==> config.mk <==
export PLATFORM = sky130hd
export DESIGN_NAME = uart_tx_arbiter
export DESIGN_NICKNAME = d
export VERILOG_FILES = /design/src/rtl/uart_tx_arbiter.sv
export SDC_FILE = /design/constraint.sdc
export NUM_CORES = 1
export LEC_CHECK = 0
export BUFFER_PORTS_ARGS = -buffer_cell sky130_fd_sc_hd__buf_4
export CELL_PAD_IN_SITES_DETAIL_PLACEMENT = 1
export CELL_PAD_IN_SITES_GLOBAL_PLACEMENT = 2
export CORE_MARGIN = 2
export CORE_UTILIZATION = 23
export CTS_CLUSTER_SIZE = 10
export DETAILED_ROUTE_END_ITERATION = 10
export PLACE_DENSITY = 0.81
export SLEW_MARGIN = 20
export SYNTH_ARGS = -nofsm -noshare
export SYNTH_HDL_FRONTEND = slang
export SYNTH_SLANG_ARGS = --single-unit
export TNS_END_PERCENT = 5
==> constraint.sdc <==
create_clock -name clk -period 2.4 [get_ports clk]
set_clock_uncertainty 0.1 [all_clocks]
set_input_delay 0.12 -clock clk [delete_from_list [all_inputs] [get_ports clk]]
set_output_delay 0.12 -clock clk [all_outputs]
set_load 0.1 [all_outputs]
==> src/rtl/uart_tx_arbiter.sv <==
// uart_tx_arbiter: round-robin, packet-locked sharing of one UART transmitter among NUM_REQ byte streams
//   clk, reset (sync, active-high); req_valid/req_data/req_last in, req_ready out per requester;
//   tx_valid/tx_data out, tx_ready in toward uart_tx; grant (one-hot owner), busy, pkt_trunc (1-cycle pulse) out.
//   Optional macro UART_ARB_ID_HDR_EN prepends a header byte ID_BASE|g to every packet.
module uart_tx_arbiter #(
  parameter int NUM_REQ = 4,
  parameter int MAX_PKT = 16,
  parameter logic [7:0] ID_BASE = 8'hA0
) (
  input  logic                 clk,
  input  logic                 reset,
  input  logic [NUM_REQ-1:0]   req_valid,
  input  logic [8*NUM_REQ-1:0] req_data,
  input  logic [NUM_REQ-1:0]   req_last,
  output logic [NUM_REQ-1:0]   req_ready,
  output logic                 tx_valid,
  output logic [7:0]           tx_data,
  input  logic                 tx_ready,
  output logic [NUM_REQ-1:0]   grant,
  output logic                 busy,
  output logic                 pkt_trunc
);
  localparam int IW = $clog2(NUM_REQ);
  localparam int CW = $clog2(MAX_PKT + 1);
`ifdef UART_ARB_ID_HDR_EN
  typedef enum logic [1:0] {S_IDLE, S_HDR, S_XFER} state_t;
  localparam state_t S_FIRST = S_HDR;
`else
  typedef enum logic {S_IDLE, S_XFER} state_t;
  localparam state_t S_FIRST = S_XFER;
  logic unused_id;
  assign unused_id = ^ID_BASE;
`endif
  state_t state_q, state_d;
  logic [IW-1:0] ptr_q, ptr_d, g_q, g_d, win;
  logic [CW-1:0] cnt_q, cnt_d;
  logic trunc_q, trunc_d, found, xfer;
  always_ff @(posedge clk) begin
    if (reset) begin
      state_q <= S_IDLE;
      ptr_q   <= '0;
      g_q     <= '0;
      cnt_q   <= '0;
      trunc_q <= 1'b0;
    end else begin
      state_q <= state_d;
      ptr_q   <= ptr_d;
      g_q     <= g_d;
      cnt_q   <= cnt_d;
      trunc_q <= trunc_d;
    end
  end
  always_comb begin
    found = 1'b0;
    win   = '0;
    for (int k = 0; k < NUM_REQ; k++)
      if (!found && req_valid[IW'((int'(ptr_q) + k) % NUM_REQ)]) begin
        found = 1'b1;
        win   = IW'((int'(ptr_q) + k) % NUM_REQ);
      end
  end
  always_comb begin
    state_d   = state_q;
    ptr_d     = ptr_q;
    g_d       = g_q;
    cnt_d     = cnt_q;
    trunc_d   = 1'b0;
    req_ready = '0;
    tx_valid  = 1'b0;
    tx_data   = 8'h00;
    xfer      = 1'b0;
    busy      = state_q != S_IDLE;
    grant     = busy ? NUM_REQ'(1) << g_q : '0;
    if (state_q == S_IDLE) begin
      if (found) begin
        g_d     = win;
        cnt_d   = '0;
        state_d = S_FIRST;
      end
`ifdef UART_ARB_ID_HDR_EN
    end else if (state_q == S_HDR) begin
      tx_valid = 1'b1;
      tx_data  = ID_BASE | 8'(g_q);
      state_d  = tx_ready ? S_XFER : S_HDR;
`endif
    end else begin
      tx_valid       = req_valid[g_q];
      tx_data        = tx_valid ? req_data[g_q*8 +: 8] : 8'h00;
      req_ready[g_q] = tx_ready;
      xfer           = tx_valid && tx_ready;
      if (xfer) cnt_d = cnt_q + CW'(1);
      // release on packet end or when this byte reaches the per-grant limit
      if (xfer && (req_last[g_q] || cnt_q == CW'(MAX_PKT - 1))) begin
        state_d = S_IDLE;
        ptr_d   = (g_q == IW'(NUM_REQ - 1)) ? '0 : g_q + IW'(1);
        trunc_d = !req_last[g_q];
      end
    end
  end
  assign pkt_trunc = trunc_q;
endmodule

Yosys cells after proc, flatten, opt, wreduce, memory -nomap -nowiden --
Index checks and enable logic that the tools add are counted.
Storage, ports and cells: register bits 11, bits of input ports 43, output and inout port bits 19, word-level logic and storage cells 78
Operators by class: add/sub/neg operators 5, $lt $le $gt $ge 6, equal/unequal tests 3, shifts and indexed selects 2, muxes and demuxes 38, bitwise operators 3, reductions and logical operators 16
Operators with widths (number):
- $shiftx A32 B6 Y8 | 1
- $mux W1 | 19
- $lt A2 B4 Y1 const B | 4
- $mux W8 | 2
- $mux W5 | 3
- $bmux W1 S2 | 6
- $mux W2 | 5
- $mux W4 | 2
- $logic_and A1 B1 Y1 | 6
- $reduce_and A2 Y1 | 3
- $add A5 B1 Y5 const B | 1
- $eq A5 B4 Y1 const B | 1
- $add A2 B1 Y2 const B | 2
- $add A2 B2 Y2 const B | 2
- $and A4 B4 Y4 | 1
- $logic_not A1 Y1 | 4
- $shl A1 B2 Y4 const A | 1
- $lt A2 B3 Y1 const B | 1
- $reduce_or A3 Y1 | 1
- $demux W1 S2 | 1
- $eq A2 B2 Y1 const B | 1
- $ge A2 B1 Y1 const B | 1
- $ne A2 B1 Y1 const B | 1
- $not A1 Y1 | 2
- other kinds (2) | 2

Longest topological paths before layout --
Gate-level depths: netlist of run 1.
depth after elaboration 15, gate-level depth with buffers 6, mapped depth without buffers 6

Least setup slack after synthesis of run 1 --
No wires, ideal clock.
kind reg-to-output, start reg state_q, in the netlist busy, end out req_ready[2], arrival time 2.336 ns, data required time 2.180 ns, path slack -0.156 ns, cell stages (with the launch flop) 4, buffers on the path 2, cells stage by stage dfxtp_1 clkbuf_1 clkbuf_1 and3_1
On the way: longest elaborated chain between the ends 1
RTL lines:
- start, declared | line 34 | state_t state_q, state_d;
- start signal, assigned | line 46 | state_q <= state_d;
- $mux W4 | line 74 | if (state_q == S_IDLE) begin
- end, declared | line 15 | output logic [NUM_REQ-1:0] req_ready,
No other way between the ends.

Worst setup path in the final report of run 1 --
start reg g_q[0], end out tx_data[7]
On the way: longest elaborated chain between the ends 4, elaborated cells between the ends (all ways) 5, those cells by class 1 x shift; 4 x mux
RTL lines:
- start, declared | line 35 | logic [IW-1:0] ptr_q, ptr_d, g_q, g_d, win;
- start signal, assigned | line 48 | g_q <= g_d;
- branches (longest 2 deep; another with $shiftx A32 B6 Y8)
- $mux W8 (*) | line 88 | tx_data = tx_valid ? req_data[g_q*8 +: 8] : 8'h00;
- $mux W8 (*) | line 74
- end, declared | line 17 | output logic [7:0] tx_data,
Every way passes the cells marked *. The select of a mux whose other input is x is not followed.

==> reports/qor.csv, run 1 <==
stage;metric;value;unit
run_status;outcome;complete, no violations;
cts;cts_resized;0;
finish;nets;211;
global_route;grt_pass1_wl;5.29;mm
finish;design_area;1520;sq um
sta;slew_viol_final;0;
global_route;grt_overflow_total;0;
cts;ctsHtreeMaxLevel;1;
placement;gp_congestion;0.889;
floorplanning;num_rows;23;
sta;tns;0;ns
sta;timing.hold.ws;0.0291;ns
global_route;grt_max_degree;26;
cts;insertion_delay;0.24;ns
finish;syn2layout_area_growth;55.6;%
route;initialDrtViolationCount;9;
power_and_ir_drop;power_density;458;nW/um^2
power_and_ir_drop;cellLeakagePower;0.721;nW
hold_path;holdPathEnd;cnt_q[0];
cts;cts_inserted_buffers;3;
cts;post_cts_buffers;0;
synthesis;synth_seq_cells;11;
floorplanning;die_x;69.2;um
placement;port_buffers;61;
cts;cts_root_buffer;clkbuf_8;
sta;post-route-period-util;93.2;%
sta;rsz0062_at_grt;false;
sta;final.min_clock_period;2.24;ns
synthesis;ys_seq_area_share;22.5;%
floorplanning;die-area;4790;sq um
power_and_ir_drop;power;0.000698;W
route;dr.pass1.iters;4;
setup_path;arrival;2.02;ns
route;drcViolationCount;0;
setup_path;reg2reg_slack;0.40;ns
route;routed_wl;3.26;mm
hold_path;min-delay-start;reset;
synthesis;netlist_area;978;sq um
hold_path;min_path_type;input port to register;
sta;relSlewSlack;73.3;%
floorplanning;start_util;24.1;%
route;detail-route-antenna-nets;0;
setup_path;critical_path.max_fanout;9;
finish;drive_gt1_share;50.9;%
placement;dp_hpwl;2.63;mm
synthesis;synth_fp_nets;150;
sta;hold_viol;0;
global_route;antenna_found_initial;0;
route;via_count;1023;
synthesis;yosys_warnings;0;
synthesis;synthCells;101;
hold_path;hold_depth;2;
cts;cts.sinks;11;
synthesis;syn_area_per_cell;9.69;sq um
route;wire_per_inst;15.4;um
setup_path;reg2regPathDepth;4;
setup_path;r2r-end;cnt_q[2];
synthesis;synth_cell_types;33;
setup_path;critPathRequiredTime;2.18;ns
setup_path;regToRegStartpoint;g_q[0];
floorplanning;dieHeight;69.2;um
cts;path_clk_slew;0.05;ns
setup_path;startpoint_type;register;
placement;placed_area;1480;sq um
finish;diodes;0;
sta;fmax;447;MHz
floorplanning;core_area;4060;sq um
sta;tightestPinTransition;0.397;ns
cts;hold_buffers;0;
global_route;grt_pass1_vias;1062;
cts;cts_buffer_depth;2;
route;via_per_inst;4.85;
setup_path;crit_type;register to primary output;
power_and_ir_drop;ir_drop;138;uV
sta;setup_viol;0;
cts;cts_tree;built;
floorplanning;pin_count;62;
global_route;track_usage;13.7;%
flow_run;max-cap-violations;0;
setup_path;endpoint_kind;primary output;
[logic make-up after synthesis]
logic type	Yosys count	synth area share [%]
and+or+nand+nor	40	24.7
AOI/OAI and AO/OA	15	10.5
buffers and inverters	15	6.90
muxes	13	26.9
DFF	11	22.5
adders and majority gates	6	7.67
xor gates and xnor gates	1	0.895
[cell usage after synthesis, drive strengths merged]
cell      n  area (sq um)
a21oi     7          35.0
a22oi     1          7.51
a31o      1          8.76
a31oi     1          6.26
and2      4          25.0
and3     15          95.1
buf       2          8.75
clkbuf    5          28.8
dfxtp    11           220
ha        6          75.1
inv       8          30.0
mux2i     3          30.0
mux4     10           233
nand2     3          11.3
nand2b    1          6.26
nand3     5          30.0
nand4     2          12.5
nor2      2          7.51
nor3      1          5.00
nor4      1          6.26
nor4b     2          17.5
o2111ai   1          15.0
o21a      1          7.51
o21ai     1          5.00
o221ai    2          17.5
or2       3          18.8
or3       1          6.26
xor2      1          8.76
[worst max-delay path, cell delays in order (launching register included)]
cell	delay (ns)
dfxtp_1	0.55
buf_4	0.26
mux4_1	0.55
and3_1	0.19
buf_4	0.23
[layout make-up]
type	count	area (sq um)
inverter	8	30.0
fill	475	2530
sequential	11	221
multi-input combinational	75	691
timing repair buffer	63	473
clock buffer	4	45.0
tap	50	62.6
[layer usage]
layer | up-vias | share of wire [%] | wire, um | track usage (%)
met5 | - | 0 | 0 | 0
met4 | 0 | 1.7 | 55 | 5.23
met3 | 5 | 7.6 | 246 | 3.20
met2 | 49 | 45 | 1480 | 22.8
met1 | 465 | 45 | 1480 | 17.1
li1 | 504 | - | - | -
[layout by cell type, fill, tap and decap left out, drive strengths merged, types with 2 or more instances in the layout]
master,instances
buf,63
and3,15
dfxtp,11
mux4,10
inv,8
a21oi,7
ha,6
nand3,5
and2,4
clkbuf,4
nand2,3
mux2i,3
or2,3
nor2,2
nor4b,2
nand4,2
o221ai,2
[state kept, by name (all words and copies together) (netlist names)]
signal	cells
cnt_q	5
g_q	2
ptr_q	2
pkt_trunc	1
busy	1
[how the worst max path moves through the flow]
stage	startpoint	end	slack [ns]	cells after the start
global route	g_q[0]	tx_data[7]	0.07	4
detailed placement	g_q[0]	cnt_q[2]	0.38	4
global placement	g_q[0]	tx_data[7]	0.42	4
floorplan	busy	req_ready[2]	0.19	3
CTS	g_q[0]	tx_data[7]	0.14	4
finish	g_q[0]	tx_data[7]	0.16	4
[report_power, final]
part / total, W / switching, W / internal, W
clock: 0.000191 / 0.0000740 / 0.000117
sequential: 0.000202 / 0.0000137 / 0.000188
combinational: 0.000304 / 0.000190 / 0.000115
total: 0.000698 / 0.000277 / 0.000420
[through the flow]
stage          worst slack, ns  utilization, %  std cells
3_5_place_dp             0.377            36.4        207
3_3_place_gp             0.418            36.4        207
4_1_cts                  0.141            37.5        211
2_1_floorplan            0.188               -        101
6_report                 0.162            37.5        211
5_1_grt                 0.0690            37.5        211
No activity file was read; power rests on OpenSTA's default activity.
==> inputs of run 2 (changes only) <==
Settings changed: PLACE_DENSITY 0.81 to 0.82.
==> run 2 against run 1 <==
  * Via count rose by 3.2%
  * Clock-buffer cell count did not move
  * Critical path type unchanged
  * Die area did not move
  * Clock power barely moved
  * Global-route usage rose by 1.6 points
==> reports/qor.csv, run 2 (synthesis results as in run 1) <==
stage;metric;value;unit
finish;final_cell_mix;buf_4 (63), and3_1 (14), dfxtp_1 (10);
setup_path;worstPathCellList;buf_4, mux4_1, and3_1, buf_4;
global_route;grt_pass1_vias;1172;
sta;setup_viol;0;
sta;hold_viol;0;
finish;seqCellArea;221;sq um
finish;design_area;1520;sq um
finish;largest_reg_flops;5;
setup_path;path_buf_inv;2;
cts;cts_tree;built;
setup_path;reg2regPathDepth;4;
cts;ctsHtreeMaxLevel;1;
route;drcViolationCount;0;
floorplanning;die_x;69.2;um
sta;final.min_clock_period;2.09;ns
placement;port_buffers;61;
finish;syn2layout_area_growth;55.6;%
sta;timing.hold.ws;0.0389;ns
finish;top_regs;cnt_q (5), g_q (2), ptr_q (2);
floorplanning;core_area;4060;sq um
finish;diodes;0;
placement;dp.cells;207;
cts;insertion_delay;0.24;ns
placement;dp_hpwl;2.83;mm
cts;cts_resized;0;
cts;cts_buffer_depth;2;
floorplanning;num_rows;23;
floorplanning;start_util;24.1;%
sta;post-route-period-util;87.2;%
setup_path;endpoint_kind;primary output;
sta;tns;0;ns
cts;path_clk_slew;0.05;ns
route;dr.pass1.iters;4;
floorplanning;pin_count;62;
floorplanning;dieHeight;69.2;um
finish;stdcell_count;211;
flow_run;max-cap-violations;0;
power_and_ir_drop;ir_drop;124;uV
finish;multi_input_area;691;sq um
placement;gp_congestion;0.815;
setup_path;critPathMaxStageDelay;0.57;ns
power_and_ir_drop;cellLeakagePower;0.721;nW
hold_path;min_path_type;input port to register;
cts;cts.sinks;11;
cts;cts_root_buffer;clkbuf_8;
cts;post_cts_buffers;0;
global_route;grt_max_degree;26;
power_and_ir_drop;power;0.000702;W
power_and_ir_drop;power_density;461;nW/um^2
global_route;grt_overflow_total;0;
setup_path;crit_type;register to primary output;
global_route;grt_pass1_wl;5.92;mm
setup_path;critical_path.max_fanout;13;
cts;cts_inserted_buffers;3;
finish;nets;211;
setup_path;cp_num_cells;4;
finish;mostFrequentLayoutCell;buf_4;
setup_path;startpoint_type;register;
sta;fmax;478;MHz
finish;num-fill-cells;490;
hold_path;hold_depth;2;
finish;largest-register;cnt_q;
finish;drive_gt1_share;50.9;%
route;detail-route-antenna-nets;0;
sta;relSlewSlack;71.8;%
route;via_count;1056;
setup_path;cp_top_family;multiplexers;
global_route;antenna_found_initial;0;
setup_path;critPathSlowestCell;mux4_1;
route;initialDrtViolationCount;27;
route;routed_wl;3.49;mm
run_status;outcome;complete, no violations;
floorplanning;die-area;4790;sq um
global_route;track_usage;15.3;%
sta;tightestPinTransition;0.418;ns
cts;hold_buffers;0;
sta;slew_viol_final;0;
setup_path;arrival;1.87;ns
placement;placed_area;1480;sq um
route;wire_per_inst;16.5;um
setup_path;cp_common_cell;buf_4;
route;via_per_inst;5.00;
sta;rsz0062_at_grt;false;
setup_path;critPathRequiredTime;2.18;ns
==> run 2: power by group <==
part	switching, W	internal [W]
registers	0.0000119	0.000188
logic	0.000195	0.000115
clock network	0.0000747	0.000117
total	0.000281	0.000421
==> run 2: final timing paths <==
kind	start	end	slack (ns)
min	reset	ptr_q[0]	0.04
max	g_q[0]	tx_data[7]	0.31
max reg2reg	g_q[0]	cnt_q[2]	0.58
min reg2reg	cnt_q[4]	cnt_q[4]	0.39
==> run 2: metal layers <==
metal | track usage (%) | routed length [um]
met1 | 17.9 | 1420
met2 | 27.7 | 1850
met3 | 3.34 | 159
met4 | 4.58 | 62
met5 | 0 | 0
==> run 2: area by class of cell <==
type                            instances  share of cell area (%)
Inverter                                8                    1.97
Timing Repair Buffer                   63                    31.1
Tap cell                               50                    4.11
Sequential cell                        11                    14.5
Multi-Input combinational cell         75                    45.4
Clock buffer                            4                    2.96
==> run 2: per-stage QoR <==
step	setup WS (ns)	util [%]
2_1_floorplan	0.188	-
3_3_place_gp	0.583	36.4
3_5_place_dp	0.542	36.4
4_1_cts	0.280	37.5
5_1_grt	0.186	37.5
6_report	0.307	37.5
